$ cat src/rtl/id_ex_operand_stage.sv
// ID/EX pipeline register with MEM/WB operand forwarding and load-use hazard detection.
// Optional macro EX_PC_SRC_EN adds ALUSrcAD so operand A can take the PC (AUIPC/JAL).
module id_ex_operand_stage #(
    parameter int DATA_WIDTH = 32,
    parameter int REG_ADDR_W = 5
) (
    input  logic                  clk,
    input  logic                  rst,
    input  logic                  StallE,
    input  logic                  FlushE,
    input  logic                  ValidD,
    input  logic [DATA_WIDTH-1:0] RD1D,
    input  logic [DATA_WIDTH-1:0] RD2D,
    input  logic [DATA_WIDTH-1:0] PCD,
    input  logic [DATA_WIDTH-1:0] ImmExtD,
    input  logic [REG_ADDR_W-1:0] Rs1D,
    input  logic [REG_ADDR_W-1:0] Rs2D,
    input  logic [REG_ADDR_W-1:0] RdD,
    input  logic [2:0]            ALUControlD,
    input  logic                  ALUSrcD,
`ifdef EX_PC_SRC_EN
    input  logic                  ALUSrcAD,
`endif
    input  logic                  RegWriteD,
    input  logic                  MemReadD,
    input  logic [DATA_WIDTH-1:0] ALUResultM,
    input  logic [REG_ADDR_W-1:0] RdM,
    input  logic                  RegWriteM,
    input  logic [DATA_WIDTH-1:0] ResultW,
    input  logic [REG_ADDR_W-1:0] RdW,
    input  logic                  RegWriteW,
    output logic [DATA_WIDTH-1:0] SrcAE,
    output logic [DATA_WIDTH-1:0] SrcBE,
    output logic [2:0]            ALUControlE,
    output logic [DATA_WIDTH-1:0] WriteDataE,
    output logic [REG_ADDR_W-1:0] RdE,
    output logic                  RegWriteE,
    output logic                  MemReadE,
    output logic                  ValidE,
    output logic [DATA_WIDTH-1:0] PCE,
    output logic [1:0]            ForwardAE,
    output logic [1:0]            ForwardBE,
    output logic                  LoadUseStall
);

    localparam logic [REG_ADDR_W-1:0] REG_ZERO = {REG_ADDR_W{1'b0}};
    localparam logic [DATA_WIDTH-1:0] DATA_ZERO = {DATA_WIDTH{1'b0}};

    logic                  valid_r;
    logic [DATA_WIDTH-1:0] rd1_r;
    logic [DATA_WIDTH-1:0] rd2_r;
    logic [DATA_WIDTH-1:0] pc_r;
    logic [DATA_WIDTH-1:0] imm_r;
    logic [REG_ADDR_W-1:0] rs1_r;
    logic [REG_ADDR_W-1:0] rs2_r;
    logic [REG_ADDR_W-1:0] rd_r;
    logic [2:0]            alu_ctrl_r;
    logic                  alu_src_r;
    logic                  reg_write_r;
    logic                  mem_read_r;
`ifdef EX_PC_SRC_EN
    logic                  alu_src_a_r;
`endif
    logic                  load_use_s;
    logic [DATA_WIDTH-1:0] fwd_a_s;
    logic [DATA_WIDTH-1:0] fwd_b_s;

    // MEM is checked first so the newest in-flight value wins; x0 is never forwarded.
    function automatic logic [1:0] fwd_sel(input logic                  we_m,
                                           input logic [REG_ADDR_W-1:0] rd_m,
                                           input logic                  we_w,
                                           input logic [REG_ADDR_W-1:0] rd_w,
                                           input logic [REG_ADDR_W-1:0] rs);
        logic [1:0] sel;
        if (we_m && (rd_m != REG_ZERO) && (rd_m == rs)) begin
            sel = 2'b10;
        end else if (we_w && (rd_w != REG_ZERO) && (rd_w == rs)) begin
            sel = 2'b01;
        end else begin
            sel = 2'b00;
        end
        return sel;
    endfunction

    function automatic logic [DATA_WIDTH-1:0] fwd_mux(input logic [1:0]            sel,
                                                      input logic [DATA_WIDTH-1:0] reg_val,
                                                      input logic [DATA_WIDTH-1:0] w_val,
                                                      input logic [DATA_WIDTH-1:0] m_val);
        logic [DATA_WIDTH-1:0] val;
        case (sel)
            2'b10:   val = m_val;
            2'b01:   val = w_val;
            2'b00:   val = reg_val;
            default: val = reg_val;
        endcase
        return val;
    endfunction

    // Load-use detection looks only at E state and D inputs, never at StallE.
    assign load_use_s = valid_r & mem_read_r & (rd_r != REG_ZERO) &
                        ((rd_r == Rs1D) | (rd_r == Rs2D)) & ValidD;

    // E-stage register: reset > bubble > hold > capture.
    always_ff @(posedge clk) begin
        if (rst || FlushE || load_use_s) begin
            valid_r     <= 1'b0;
            rd1_r       <= DATA_ZERO;
            rd2_r       <= DATA_ZERO;
            pc_r        <= DATA_ZERO;
            imm_r       <= DATA_ZERO;
            rs1_r       <= REG_ZERO;
            rs2_r       <= REG_ZERO;
            rd_r        <= REG_ZERO;
            alu_ctrl_r  <= 3'b000;
            alu_src_r   <= 1'b0;
            reg_write_r <= 1'b0;
            mem_read_r  <= 1'b0;
`ifdef EX_PC_SRC_EN
            alu_src_a_r <= 1'b0;
`endif
        end else if (StallE) begin
            valid_r     <= valid_r;
        end else begin
            valid_r     <= ValidD;
            rd1_r       <= RD1D;
            rd2_r       <= RD2D;
            pc_r        <= PCD;
            imm_r       <= ImmExtD;
            rs1_r       <= Rs1D;
            rs2_r       <= Rs2D;
            rd_r        <= RdD;
            alu_ctrl_r  <= ALUControlD;
            alu_src_r   <= ALUSrcD;
            reg_write_r <= RegWriteD;
            mem_read_r  <= MemReadD;
`ifdef EX_PC_SRC_EN
            alu_src_a_r <= ALUSrcAD;
`endif
        end
    end

    // Forward selects and operand muxing on the registered fields.
    always_comb begin
        ForwardAE = fwd_sel(RegWriteM, RdM, RegWriteW, RdW, rs1_r);
        ForwardBE = fwd_sel(RegWriteM, RdM, RegWriteW, RdW, rs2_r);
        fwd_a_s   = fwd_mux(ForwardAE, rd1_r, ResultW, ALUResultM);
        fwd_b_s   = fwd_mux(ForwardBE, rd2_r, ResultW, ALUResultM);
        WriteDataE = fwd_b_s;
`ifdef EX_PC_SRC_EN
        if (alu_src_a_r) begin
            SrcAE = pc_r;
        end else begin
            SrcAE = fwd_a_s;
        end
`else
        SrcAE = fwd_a_s;
`endif
        if (alu_src_r) begin
            SrcBE = imm_r;
        end else begin
            SrcBE = fwd_b_s;
        end
    end

    assign ALUControlE  = alu_ctrl_r;
    assign RdE          = rd_r;
    assign RegWriteE    = reg_write_r;
    assign MemReadE     = mem_read_r;
    assign ValidE       = valid_r;
    assign PCE          = pc_r;
    assign LoadUseStall = load_use_s;

endmodule

$ cat config.mk
export PLATFORM = sky130hd
export DESIGN_NAME = id_ex_operand_stage
export DESIGN_NICKNAME = d
export VERILOG_FILES = /design/src/rtl/id_ex_operand_stage.sv
export SDC_FILE = /design/constraint.sdc
export NUM_CORES = 1
export LEC_CHECK = 0
export CAP_MARGIN = 40
export CORE_AREA = 3 3 153 155
export DETAILED_ROUTE_END_ITERATION = 10
export DIE_AREA = 0 0 156 158
export PLACE_DENSITY_LB_ADDON = 0.25
export RECOVER_POWER = 100
export SETUP_SLACK_MARGIN = 0.5
export SYNTH_ARGS = -nofsm -noshare
export SYNTH_HDL_FRONTEND = slang
export SYNTH_SLANG_ARGS = --single-unit
$ cat constraint.sdc
create_clock -name clk -period 3.5 [get_ports clk]
set_input_delay 0.35 -clock clk [delete_from_list [all_inputs] [get_ports clk]]
set_output_delay 0.35 -clock clk [all_outputs]
set_load 0.005 [all_outputs]
==> flow_summary.yaml, run 1 <==
die:
  core.rowCount: 54
  core-area_mm2: 0.02196
  start_util_pct: 35.02
  dieArea_mm2: 0.02465
  die_height_um: 158
  die_x_um: 156
  ioPinCount: 374
finish:
  final_common_cell: "clkdlybuf4s50_1"
  finish.utilization_pct: 56.38
  nets: 1462
  final_cell_mix: "clkdlybuf4s50_1 (224), mux2i_1 (214), nor2_1 (187)"
  layout-area-overhead-vs-synth_pct: 60.98
  drive_gt1_share_pct: 6.988
setup_path:
  timing.rr.start: "RdE[4]$_SDFFE_PP0N_"
  cp.arrival_ns: 2.83
  cp-start-kind: "input pin"
  critPathMaxFanout: 8
  critPathKind: "input pin to output pin"
  crit_start: "RdW[3]"
  required_ns: 3.15
  crit_path_end_kind: "output pin"
logic_synthesis:
  synth_edf_count: 0
  synth-seq-cells: 150
  syn_area_mm2: 0.007690
  syn_avg_cell_area_um2: 8.911
  synth_ff_type: "dfxtp_1"
  ys_warn_count: 0
  async_flop_share_pct: 0
  synth_cells: 863
  synth_cell_types: 27
  yosysSeqAreaShare_pct: 39.05
  synth_fp_nets: 1093
sta:
  clock.fmax_mhz: 314.5
  tightest_slew_ns: 1.618
  finalHoldViolCount: 0
  fin_crit_ns: 3.180
  period_share_pct: 90.86
  finalClockSkew_ns: 0.01220
  fin_tns_setup_ns: 0
  final.setup.worst_slack_ns: 0.3200
  maxSlewHeadroom_pct: -7.871
  finalSetupViolations: 0
  slew_violations: 79
  rsz0062_at_grt: "yes"
hold_path:
  hold_start: "PCE[28]$_SDFFE_PP0N_"
  hold_class: "flip-flop to flip-flop"
power_and_ir_drop:
  swShare_pct: 25.20
  seqPwrFrac_pct: 40.6
  pwr-share-comb_pct: 17.8
  power_leakage_uw: 0.005468
  irDropWorstVdd_mv: 0.2982
  p_sw_uw: 1119
  p_clk_share_pct: 41.6
  power_density_mw_per_mm2: 358.7
  internal_power_uw: 3322
run_status:
  failed_checks: "capacitance limit, slew limit"
  status: "complete, but fails checks"
job:
  max_cap_violations: 1
clocking:
  numCtsBuffers: 17
  tritoncts: "done"
  cts_hold_buf: 0
  clk-insertion-delay-late_ns: 0.42
  path_clk_slew_ns: 0.07
  htree_levels: 4
  cts.sinks: 150
  clockBufferDepth: 2
  cts_root_buf: "clkbuf_16"
place:
  place_congestion: 0.9180
  dp_hpwl_um: 20850
  place_ws_ns: 0.07604
  port_buffers: 373
grt:
  grt-ovfl-total: 0
  grt_max_degree: 79
  grt_use_total_pct: 22.63
  grt_pass1_vias: 7635
  grt_first_pass_wirelength_um: 43260
  antenna_found_initial: 4
routing:
  drc: 0
  drtPass1Iterations: 5
  ant_nets: 0
  vias_per_cell: 4.989
  wl_um: 29000
  vias: 7613
  wl_per_cell_um: 19.00
  drt_iter0_drc: 367
power by group through the flow:
stage	Clock, µW	Sequential [µW]	Combinational [µW]
after global routing	1970	1810	855
after detailed placement	0	1840	829
final	1850	1800	790
after CTS	1890	1800	815
after floorplan	0	1830	318
after global placement	0	1840	824
registers in the layout, summed over array words and instances (netlist names):
register	count
alu_src_r	1
ALUControlE	3
PCE	32
rd1_r	32
RegWriteE	1
rs1_r	5
imm_r	32
rs2_r	5
ValidE	1
rd2_r	32
RdE	5
MemReadE	1
synth_stat cells (3+ instances only):
master,n,area (µm²)
a221oi_1,32,280.3
or4_1,3,22.52
mux2i_1,214,2142
xor2_1,24,210.2
nor2_1,187,701.9
dfxtp_1,150,3003
a21oi_1,32,160.2
buf_6,15,168.9
inv_1,33,123.9
nor3_1,38,190.2
xnor2_1,6,52.55
o21ai_0,32,160.2
clkbuf_1,38,142.6
nand2_1,32,120.1
buf_2,11,55.05
buf_12,3,60.06
per-stage QoR:
step           area, µm²  cells  total power (µW)  hold WS, ns
2_1_floorplan       7690    863              2147       0.4627
3_3_place_gp       11680   1474              2662       0.4733
3_5_place_dp       11680   1474              2670       0.4831
4_1_cts            12480   1522              4509       0.4971
5_1_grt            12380   1526              4636       0.5170
6_report           12380   1526              4441       0.4878
cells by family (layout without fill, tap and decap cells):
family | Yosys count | in the layout | synth area share (%)
flip-flops | 150 | 150 | 39.05
buffers and inverters | 101 | 483 | 7.208
AO/OA/AOI/OAI | 101 | 101 | 8.282
other | 0 | 1 | 0
XOR/XNOR | 30 | 30 | 3.417
multiplexers | 214 | 214 | 27.86
AND/OR/NAND/NOR | 267 | 267 | 14.19
per-layer routing:
| metal | up-vias | GRT usage, % | share of wire (%) |
|---|---|---|---|
| met5 | - | 0 | 0.12 |
| met4 | 6 | 8.284 | 2.9 |
| met1 | 3509 | 26.99 | 40 |
| met2 | 333 | 38.68 | 48 |
| met3 | 54 | 6.725 | 8.4 |
| li1 | 3711 | - | - |
area by class of cell:
cell class              instances  area, µm²
clock buffers                  20      446.7
flip-flops and latches        150       3004
fillers                      2056       9579
inverters                      33      123.9
clock inverters                12      141.4
diodes                          1      2.502
repair buffers                418       4144
multi-input cells             612       4167
well taps                     280      350.3
what timing repair did:
item                       4_1_cts  5_1_grt
buffers inserted                11        3
gates cloned                     5        0
resized for setup              140       35
setup endpoints to repair       98       36
pin swaps                       13        6
critical path, stage by stage:
cell and delay, ns:
clkdlybuf4s50_1 0.47, clkbuf_1 0.18, xor2_1 0.10, nor3_1 0.23, and4_1 0.42, bufbuf_16 0.35
mux2i_1 0.31, a221oi_1 0.11, dlygate4sd2_1 0.30
final timing paths:
kind / slack, ns / cells after the start / endpoint
worst min register to register: 0.49 / 2 / PCE[28]$_SDFFE_PP0N_
worst max-delay path: 0.32 / 9 / SrcBE[14]
worst max register to register: 0.73 / 6 / rd1_r[19]$_SDFFE_PP0N_
worst min-delay path: 0.49 / 2 / PCE[28]$_SDFFE_PP0N_
Note: power is estimated with default switching activity, not from simulation.
==> run 2, diff against run 1 <==
Clock period 3.5 ns to 3.9 ns, I/O delays scaled along.
==> flow_summary.yaml, run 2 (synthesis gave the netlist of run 1 again) <==
routing:
  wl_um: 28310
  vias: 7538
  vias_per_cell: 4.985
  wl_per_cell_um: 18.72
  ant_nets: 0
  drt_iter0_drc: 478
  drc: 0
  drtPass1Iterations: 5
sta:
  period_share_pct: 92.53
  finalClockSkew_ns: 0.008773
  finalHoldViolCount: 0
  fin_tns_setup_ns: 0
  fin_crit_ns: 3.609
  maxSlewHeadroom_pct: -32.26
  rsz0062_at_grt: "yes"
  clock.fmax_mhz: 277.1
  finalSetupViolations: 0
  slew_violations: 94
  tightest_slew_ns: 1.984
grt:
  grt-ovfl-total: 0
  grt_first_pass_wirelength_um: 42040
  grt_use_total_pct: 21.89
  grt_pass1_vias: 7408
  grt_max_degree: 94
  antenna_found_initial: 2
finish:
  final_area_mm2: 0.01229
  final_cell_mix: "clkdlybuf4s50_1 (255), mux2i_1 (214), nor2_1 (187)"
  nets: 1448
  final_common_cell: "clkdlybuf4s50_1"
  fillers: 1998
  layout-area-overhead-vs-synth_pct: 59.78
  drive_gt1_share_pct: 5.768
  final_cells: 1512
clocking:
  cts.sinks: 150
  clk-insertion-delay-late_ns: 0.41
  cts_hold_buf: 0
  cts_root_buf: "clkbuf_16"
  htree_levels: 4
  path_clk_slew_ns: 0.06
  tritoncts: "done"
  clockBufferDepth: 2
  numCtsBuffers: 17
setup_path:
  path_cells: "clkdlybuf4s50_1 > or4_1 > o21a_2 > and4_1 > buf_4 > mux2i_1 > o21ai_1 > dlygate4sd3_1"
  max_stage_delay_ns: 0.59
  cp.arrival_ns: 3.22
  worst_path_dominant_cell_family: "buffers and inverters"
  cp-start-kind: "input pin"
  required_ns: 3.51
  critPathMaxFanout: 10
  critPathBufInv: 3
  critPathKind: "input pin to output pin"
  cp_slowest_cell: "dlygate4sd3_1"
  crit_path_end_kind: "output pin"
place:
  port_buffers: 373
  dp_hpwl_um: 20950
  place_congestion: 0.8881
  place_area_mm2: 0.01159
  placed_cells: 1469
job:
  max_cap_violations: 1
die:
  core-area_mm2: 0.02196
  start_util_pct: 35.02
  die_height_um: 158
  dieArea_mm2: 0.02465
  core.rowCount: 54
  die_x_um: 156
  ioPinCount: 374
run_status:
  failed_checks: "capacitance limit, slew limit"
  status: "complete, but fails checks"
power_and_ir_drop:
  power_leakage_uw: 0.005217
  power_density_mw_per_mm2: 329.2
  power_uw: 4045
  irDropWorstVdd_mv: 0.2695
hold_path:
  hold_class: "flip-flop to flip-flop"
[run 2: cell types whose count changed in the layout (fill, tap and decap cells not counted), sizes merged, moves of 4 or more]
cell / before / now
dlygate4sd3: 46 / 90
clkbuf: 38 / 28
clkdlybuf4s50: 224 / 255
dlygate4sd2: 84 / 23
buf: 36 / 22
bufbuf: 4 / 0
[run 2: where the power goes]
group / leakage, µW / internal (µW) / switching (µW)
logic: 0.00370 / 435 / 281
clock network: 0.000291 / 1030 / 678
registers: 0.00122 / 1580 / 35.0
[run 2: worst paths after layout]
kind,startpoint,end,slack [ns],cells past startpoint
worst max-delay path,RdW[1],SrcAE[3],0.29,8
worst min-delay path,PCE[31]$_SDFFE_PP0N_,PCE[31]$_SDFFE_PP0N_,0.49,2
worst max register to register,RdE[4]$_SDFFE_PP0N_,rd2_r[15]$_SDFFE_PP0N_,1.01,6
worst min register to register,PCE[31]$_SDFFE_PP0N_,PCE[31]$_SDFFE_PP0N_,0.49,2
[run 2: cell type report]
cell class                 instances  area, µm²  area share, %
timing repair buffer             403       3983          32.41
tap                              280      350.3          2.851
inverter                          33      123.9          1.008
clock buffer                      19      442.9          3.605
multi-input combinational        613       4210          34.27
clock inverter                    13      170.2          1.385
antenna                            1      2.502        0.02037
sequential                       150       3004          24.45
[run 2: worst register-to-register path, delay by kind of cell (launching register included)]
family                 cells  cell delay (ns)
flip-flops                 1             0.36
buffers and inverters      1             1.41
XOR/XNOR                   1             0.18
AND/OR/NAND/NOR            2             0.41
AO/OA/AOI/OAI              2             0.33
[run 2: metrics by stage]
stage / utilization, % / setup slack (ns) / hold slack, ns
floorplan: - / 1.606 / 0.4627
global placement: 52.78 / 0.2607 / 0.4720
detailed placement: 52.78 / 0.2494 / 0.4835
CTS: 55.91 / 0.4124 / 0.4985
global route: 55.95 / 0.2445 / 0.5115
finish: 55.95 / 0.2915 / 0.4903
[run 2: routing by layer]
metal	global-route usage [%]	routed length [µm]	vias to the layer above
met1	26.40	11580	3487
li1	-	-	3684
met5	0	13	-
met4	8.537	782	2
met2	36.19	13520	315
met3	7.326	2407	50
[run 2: repair_timing]
item | CTS | global route
buffers inserted | 6 | 3
gates cloned | 1 | 0
resized for setup | 34 | 16
pin swaps | 0 | 3
endpoints found under the setup margin | 68 | 30
